**src/rtl/lts_frame_extractor.sv**
```systemverilog
// lts_frame_extractor: hysteretic power trigger that sequences external STS/LTS
// detectors and forwards the 2*LTS_LEN samples following the LTS start as one
// AXI-Stream frame tagged with a packet ID.
module lts_frame_extractor #(
  parameter int SAMPLE_W     = 16,
  parameter int PWR_WIN_LOG2 = 4,
  parameter int LTS_LEN      = 64,
  parameter int STS_TIMEOUT  = 400,
  parameter int LTS_TIMEOUT  = 320,
  parameter int PKT_ID_W     = 8
) (
  input  logic                             clk_in,
  input  logic                             rst_in,
  input  logic                             s_axis_tvalid,
  input  logic [2*SAMPLE_W-1:0]            s_axis_tdata,
  output logic                             s_axis_tready,
  output logic                             m_axis_tvalid,
  output logic [2*SAMPLE_W-1:0]            m_axis_tdata,
  output logic                             m_axis_tlast,
  output logic [PKT_ID_W-1:0]              m_axis_tuser,
  input  logic                             m_axis_tready,
  input  logic [SAMPLE_W+PWR_WIN_LOG2:0]   power_thresh_in,
  input  logic                             sts_detect_in,
  input  logic                             lts_peak_in,
  output logic                             sts_rst_out,
  output logic                             lts_rst_out,
  output logic                             sts_en_out,
  output logic                             lts_en_out,
  output logic [4:0]                       state_out,
  output logic [PKT_ID_W-1:0]              pkt_count_out,
  output logic [PKT_ID_W-1:0]              timeout_count_out
);

  localparam int MAG_W     = SAMPLE_W + 1;
  localparam int SUM_W     = SAMPLE_W + 1 + PWR_WIN_LOG2;
  localparam int WIN       = 2 ** PWR_WIN_LOG2;
  localparam int TMAX      = (STS_TIMEOUT > LTS_TIMEOUT) ? STS_TIMEOUT : LTS_TIMEOUT;
  localparam int TCNT_W    = $clog2(TMAX + 1);
  localparam int FRAME_LEN = 2 * LTS_LEN;
  localparam int FCNT_W    = $clog2(FRAME_LEN);

  // One-hot encoding doubles as the status word on state_out.
  typedef enum logic [4:0] {
    WAIT_LOW   = 5'b00001,
    WAIT_POWER = 5'b00010,
    SYNC_SHORT = 5'b00100,
    SYNC_LONG  = 5'b01000,
    STREAM     = 5'b10000
  } state_t;

  // Unsigned magnitude; the most negative input maps exactly to 2**(W-1).
  function automatic logic [SAMPLE_W-1:0] abs_val(input logic [SAMPLE_W-1:0] v);
    if (v[SAMPLE_W-1]) begin
      abs_val = ~v + {{(SAMPLE_W-1){1'b0}}, 1'b1};
    end else begin
      abs_val = v;
    end
  endfunction

  state_t              state, state_next;
  logic [MAG_W-1:0]    hist [WIN];
  logic [PWR_WIN_LOG2-1:0] ptr;
  logic [SUM_W-1:0]    sum;
  logic [SUM_W-1:0]    sum_next;
  logic [MAG_W-1:0]    mag;
  logic                trig;
  logic [TCNT_W-1:0]   tcnt;
  logic [FCNT_W-1:0]   frame_cnt;
  logic [PKT_ID_W-1:0] pkt_count;
  logic [PKT_ID_W-1:0] timeout_count;
  logic                pass, beat, hs, frame_last;
  logic                sts_rst_next, lts_rst_next, timeout_hit, frame_done;

  // The LTS start beat is forwarded in the same cycle, so pass-through opens
  // combinationally on lts_peak_in while still in SYNC_LONG.
  assign pass          = (state == STREAM) | ((state == SYNC_LONG) & lts_peak_in);
  assign s_axis_tready = pass ? m_axis_tready : 1'b1;
  assign m_axis_tvalid = pass & s_axis_tvalid;
  assign m_axis_tdata  = pass ? s_axis_tdata : '0;
  assign frame_last    = (frame_cnt == FCNT_W'(FRAME_LEN - 1));
  assign m_axis_tlast  = m_axis_tvalid & frame_last;
  assign m_axis_tuser  = pass ? pkt_count : '0;
  assign beat          = s_axis_tvalid & s_axis_tready;
  assign hs            = m_axis_tvalid & m_axis_tready;

  assign sts_en_out        = (state == SYNC_SHORT);
  assign lts_en_out        = (state == SYNC_LONG);
  assign state_out         = state;
  assign pkt_count_out     = pkt_count;
  assign timeout_count_out = timeout_count;

  assign mag      = {1'b0, abs_val(s_axis_tdata[2*SAMPLE_W-1:SAMPLE_W])}
                  + {1'b0, abs_val(s_axis_tdata[SAMPLE_W-1:0])};
  assign sum_next = sum + {{(SUM_W-MAG_W){1'b0}}, mag}
                  - {{(SUM_W-MAG_W){1'b0}}, hist[ptr]};

  // Sliding-window power sum and hysteretic trigger, advanced on input beats.
  always_ff @(posedge clk_in or posedge rst_in) begin
    if (rst_in) begin
      for (int k = 0; k < WIN; k++) hist[k] <= '0;
      ptr  <= '0;
      sum  <= '0;
      trig <= 1'b0;
    end else if (beat) begin
      hist[ptr] <= mag;
      ptr       <= ptr + 1'b1;
      sum       <= sum_next;
      if (sum_next > power_thresh_in) begin
        trig <= 1'b1;
      end else if (sum_next < (power_thresh_in >> 1)) begin
        trig <= 1'b0;
      end else begin
        trig <= trig;
      end
    end else begin
      trig <= trig;
    end
  end

  // Next-state logic; event priority is detector pulse, then power loss, then timeout.
  always_comb begin
    state_next   = state;
    sts_rst_next = 1'b0;
    lts_rst_next = 1'b0;
    timeout_hit  = 1'b0;
    frame_done   = 1'b0;
    case (state)
      WAIT_LOW: begin
        if (!trig) state_next = WAIT_POWER;
        else       state_next = WAIT_LOW;
      end
      WAIT_POWER: begin
        if (trig) begin
          state_next   = SYNC_SHORT;
          sts_rst_next = 1'b1;
        end else begin
          state_next = WAIT_POWER;
        end
      end
      SYNC_SHORT: begin
        if (sts_detect_in) begin
          state_next   = SYNC_LONG;
          lts_rst_next = 1'b1;
        end else if (!trig) begin
          state_next = WAIT_POWER;
        end else if (beat && (tcnt == TCNT_W'(STS_TIMEOUT - 1))) begin
          state_next  = WAIT_LOW;
          timeout_hit = 1'b1;
        end else begin
          state_next = SYNC_SHORT;
        end
      end
      SYNC_LONG: begin
        if (beat && lts_peak_in) begin
          state_next = STREAM;
        end else if (!trig) begin
          state_next = WAIT_LOW;
        end else if (beat && (tcnt == TCNT_W'(LTS_TIMEOUT - 1))) begin
          state_next  = WAIT_LOW;
          timeout_hit = 1'b1;
        end else begin
          state_next = SYNC_LONG;
        end
      end
      STREAM: begin
        if (hs && frame_last) begin
          state_next = WAIT_LOW;
          frame_done = 1'b1;
        end else begin
          state_next = STREAM;
        end
      end
      default: state_next = WAIT_POWER;
    endcase
  end

  // State register, detector reset pulses, per-state beat and frame counters, status counters.
  always_ff @(posedge clk_in or posedge rst_in) begin
    if (rst_in) begin
      state         <= WAIT_POWER;
      sts_rst_out   <= 1'b0;
      lts_rst_out   <= 1'b0;
      tcnt          <= '0;
      frame_cnt     <= '0;
      pkt_count     <= '0;
      timeout_count <= '0;
    end else begin
      state       <= state_next;
      sts_rst_out <= sts_rst_next;
      lts_rst_out <= lts_rst_next;
      if (state_next != state) begin
        tcnt <= '0;
      end else if (beat && ((state == SYNC_SHORT) || (state == SYNC_LONG))) begin
        tcnt <= tcnt + 1'b1;
      end else begin
        tcnt <= tcnt;
      end
      if (hs) begin
        frame_cnt <= frame_done ? '0 : frame_cnt + 1'b1;
      end else begin
        frame_cnt <= frame_cnt;
      end
      if (frame_done) begin
        pkt_count <= pkt_count + 1'b1;
      end else begin
        pkt_count <= pkt_count;
      end
      if (timeout_hit && (timeout_count != {PKT_ID_W{1'b1}})) begin
        timeout_count <= timeout_count + 1'b1;
      end else begin
        timeout_count <= timeout_count;
      end
    end
  end

endmodule

```
**config.mk**
```make
export PLATFORM = sky130hd
export DESIGN_NAME = lts_frame_extractor
export DESIGN_NICKNAME = d
export VERILOG_FILES = /design/src/rtl/lts_frame_extractor.sv
export SDC_FILE = /design/constraint.sdc
export NUM_CORES = 1
export LEC_CHECK = 0
export CAP_MARGIN = 10
export CORE_MARGIN = 3
export CORE_UTILIZATION = 60
export DETAILED_ROUTE_END_ITERATION = 16
export PLACE_DENSITY = 0.78
export SLEW_MARGIN = 20
export SYNTH_ARGS = -nofsm -noshare
export SYNTH_HDL_FRONTEND = slang
export SYNTH_SLANG_ARGS = --single-unit
```
**constraint.sdc**
```tcl
create_clock -name clk_in -period 15.1 [get_ports clk_in]
set_input_delay 2.265 -clock clk_in [delete_from_list [all_inputs] [get_ports clk_in]]
set_output_delay 2.265 -clock clk_in [all_outputs]
set_load 0.01 [all_outputs]
```
==> metrics.md <==
| Metric | Value |
|---|---|
| Port buffer count | `126` |
| Die Ht | `185.3 microns` |
| Die footprint | `34340 sq um` |
| Post-layout util | `0.6982` |
| Post-DP HPWL | `32180 microns` |
| Top FF cell, synth | `dfrtp_1` |
| Worst-margin pin slew | `1.022 ns` |
| Crit path launch type | `input port` |
| Flop-to-flop setup slack | `7.77 ns` |
| RSZ-0062 raised after global routing | `false` |
| Hold Path End | `hist[169]$_DFFE_PP0P_` |
| FF-to-FF End | `trig$_DFFE_PP0P_` |
| Worst Hold Launch | `hist[169]$_DFFE_PP0P_` |
| Hold buffers post-CTS | `0` |
| Maximum capacitance violations | `0` |
| Skew final | `0.02447 ns` |
| Fraction of layout cells with a size suffix above 1 | `0.1118` |
| Gr ovfl total | `0` |
| Slowest stage delay, CP | `0.74 ns` |
| Reg-to-Reg Start | `ptr[0]$_DFFE_PP0P_` |
| Critical Path RT | `15.51 ns` |
| Setup Viol. Count Final | `0` |
| Post-synth net total | `2083` |
| Slew Limit Fails | `0` |
| CP dominant cell by count | `ha_1` |
| DRT antenna net count | `0` |
| Setup TNS | `0 ns` |
| Number of global-route vias before repair | `15245` |
| Inserted Diodes | `0` |
| Chip width | `185.3 microns` |
| Worst-skew pair later-pin latency | `0.54 ns` |
| I/O pin cnt | `127` |
| Post-CTS Resized | `0` |
| Fin crit period | `9.386 ns` |
| DRT iter0 DRCs | `1391` |
| Post-synth EDFFs | `0` |
| CP endpoint kind | `flop` |
| Crit Path Class | `input port to flop` |
| Routability Congestion | `0.8326` |
| Worst slew margin | `0.3179` |
| Cell variety after synth | `78` |
| Worst setup margin | `5.714 ns` |
| Nets | `2163` |
| Post-CTS Setup Repair Bufs | `0` |
| Crit path depth | `28` |
| Initial Util | `0.6098` |
| Crit path buf inv count | `3` |
| Clock root cell | `clkbuf_16` |
| WL/cell | `20.45 microns` |
| WHS | `0.4739 ns` |
| Core ar. | `31640 sq um` |
| Cell area after synthesis | `19290 sq um` |
| Initial antenna violation count | `0` |
| Status | `finished, final reports clean` |
| TritonCTS clock tree | `built` |
| Cells on Worst Hold Path | `2` |
| Syn-to-layout area delta | `14.50%` |
| Avg Synthesized Cell Area | `10.05 sq um` |
| Row cnt | `65` |
| Aggregate routed wire length | `49560 microns` |
| Syn Inst Count | `1919` |
| Seq cells post-synth | `337` |
| Pre-CTS setup slack | `5.208 ns` |
| Tot GR Track Use | `0.2948` |
| Htree depth | `2` |
| Drt pass-1 iters | `6` |
| Max Fclk | `106.5 MHz` |
| Largest net degree at the start of global routing | `120` |
| Worst Path Arrival | `9.79 ns` |
| Async SR Flop Fraction | `1.000` |
| Slowest CP cell | `a211oi_2` |
| Hold Crit Class | `flop to flop` |
| Clk sink count | `337` |
| Crit path max-delay family | `compound AO/OA/AOI/OAI gates` |
| Final Hold Viols | `0` |
| DR DRC count | `0` |
| Total CTS buffers | `36` |
| CTS Buffer Depth | `3` |
| Synth Warn # | `0` |
| # fillers | `2288` |
| First-pass GRT wire length | `80360 microns` |
| Period utilization | `0.6216` |
| Vias per inst | `6.258` |
| Sequential-to-total area share from yosys stat | `0.4372` |
| Reg clk slew, reported paths | `0.06 ns` |
| Reg2Reg Depth | `20` |
| Via count | `15170` |
| Largest fanout on the critical path | `18` |
## per-stage QoR
| step | cells | instance area, sq um |
|---|---|---|
| after global placement | 2363 | 20820 |
| after floorplan | 1919 | 19290 |
| final | 2424 | 22090 |
| after CTS | 2424 | 22080 |
| after detailed placement | 2363 | 20820 |
| after global routing | 2424 | 22090 |
## layout make-up
class,count,area [sq um],area share
flip-flops and latches,337,8439,0.3820
well taps,402,503.0,0.02277
clock inverters,15,269.0,0.01218
inverters,102,390.4,0.01767
clock buffers,46,988.4,0.04475
multi-input cells,1358,9953,0.4506
repair buffers,164,1546,0.07001
## sequential cells by signal, indices dropped and copies added, names as in the netlist
| name | flops |
|---|---|
| frame_cnt | 7 |
| trig | 1 |
| state_out | 5 |
| sum | 21 |
| pkt_count_out | 8 |
| sts_rst_out | 1 |
| lts_rst_out | 1 |
| tcnt | 9 |
| ptr | 4 |
| hist | 272 |
| timeout_count_out | 8 |
## layer usage
layer	global-route usage	routed length, microns
met1	0.3993	20250
met2	0.4840	23950
met3	0.05676	3758
met4	0.09874	1611
met5	0	0
## synthesized netlist by cell type (7+ instances only)
library cell,count,area (sq um)
nor3_1,15,75.07
xnor2_1,63,551.8
nand4_1,20,125.1
o31ai_1,44,330.3
o21a_1,10,75.07
nand2_1,326,1224
o311ai_1,12,105.1
a211oi_1,26,195.2
mux2_2,7,78.83
or3_1,10,62.56
and2_1,39,244.0
nand3_1,21,105.1
nor2b_1,9,56.30
inv_1,102,382.9
and3_1,8,50.05
mux4_2,85,1914
dfrtp_1,336,8408
o311ai_0,10,87.58
clkbuf_1,64,240.2
a21oi_1,37,185.2
nand2b_1,9,56.30
o21ai_0,255,1276
a21o_1,21,157.7
xor2_1,23,201.4
fa_1,18,360.4
nor2_1,82,307.8
nand3_2,12,120.1
ha_1,87,1089
buf_2,40,200.2
or4_1,18,135.1
o21ai_1,12,60.06
buf_1,13,48.80
## layout by cell type (no fill, tap or decap), drive strengths merged, types with 9 or more instances in the layout
| master | synthesis | layout |
|---|---|---|
| or3 | 11 | 11 |
| a21oi | 38 | 38 |
| a21o | 21 | 21 |
| clkbuf | 64 | 46 |
| nand2 | 326 | 326 |
| o31ai | 45 | 45 |
| nor2b | 9 | 9 |
| mux4 | 85 | 85 |
| o21a | 10 | 10 |
| and2 | 39 | 39 |
| dfrtp | 336 | 336 |
| a211oi | 30 | 30 |
| fa | 18 | 18 |
| or4 | 18 | 18 |
| o311ai | 22 | 22 |
| xor2 | 23 | 23 |
| inv | 102 | 105 |
| nand3 | 33 | 33 |
| nor3 | 15 | 15 |
| clkdlybuf4s50 | 0 | 126 |
| buf | 58 | 38 |
| nand2b | 9 | 9 |
| xnor2 | 63 | 63 |
| ha | 87 | 87 |
| o21ai | 268 | 268 |
| nand4 | 22 | 22 |
| nor2 | 84 | 84 |
## worst max-delay path by stage
stage / start / to / slack, ns
6_report: s_axis_tdata[16] / trig$_DFFE_PP0P_ / 5.71
5_1_grt: s_axis_tdata[16] / trig$_DFFE_PP0P_ / 5.11
4_1_cts: s_axis_tdata[16] / trig$_DFFE_PP0P_ / 5.71
3_5_place_dp: s_axis_tdata[16] / trig$_DFFE_PP0P_ / 5.21
3_3_place_gp: s_axis_tdata[16] / trig$_DFFE_PP0P_ / 5.52
2_1_floorplan: rst_in / frame_cnt[0]$_DFFE_PP0P_ / 3.50
## worst min-delay path, stage by stage, from the launching register on
cell	delay, ns
dfrtp_1	0.34
nand2_1	0.05
o31ai_1	0.05
## cell families after synthesis
logic type                 share of synthesized area
AOI/OAI and AO/OA                             0.1500
xor gates and xnor gates                     0.03904
and+or+nand+nor                               0.1468
adders and majority gates                    0.07510
muxes                                         0.1039
DFF                                           0.4372
buffers and inverters                        0.04793
Power is not shown: default switching activity piles up to over one toggle a cycle in this logic, so the estimate is an artifact.
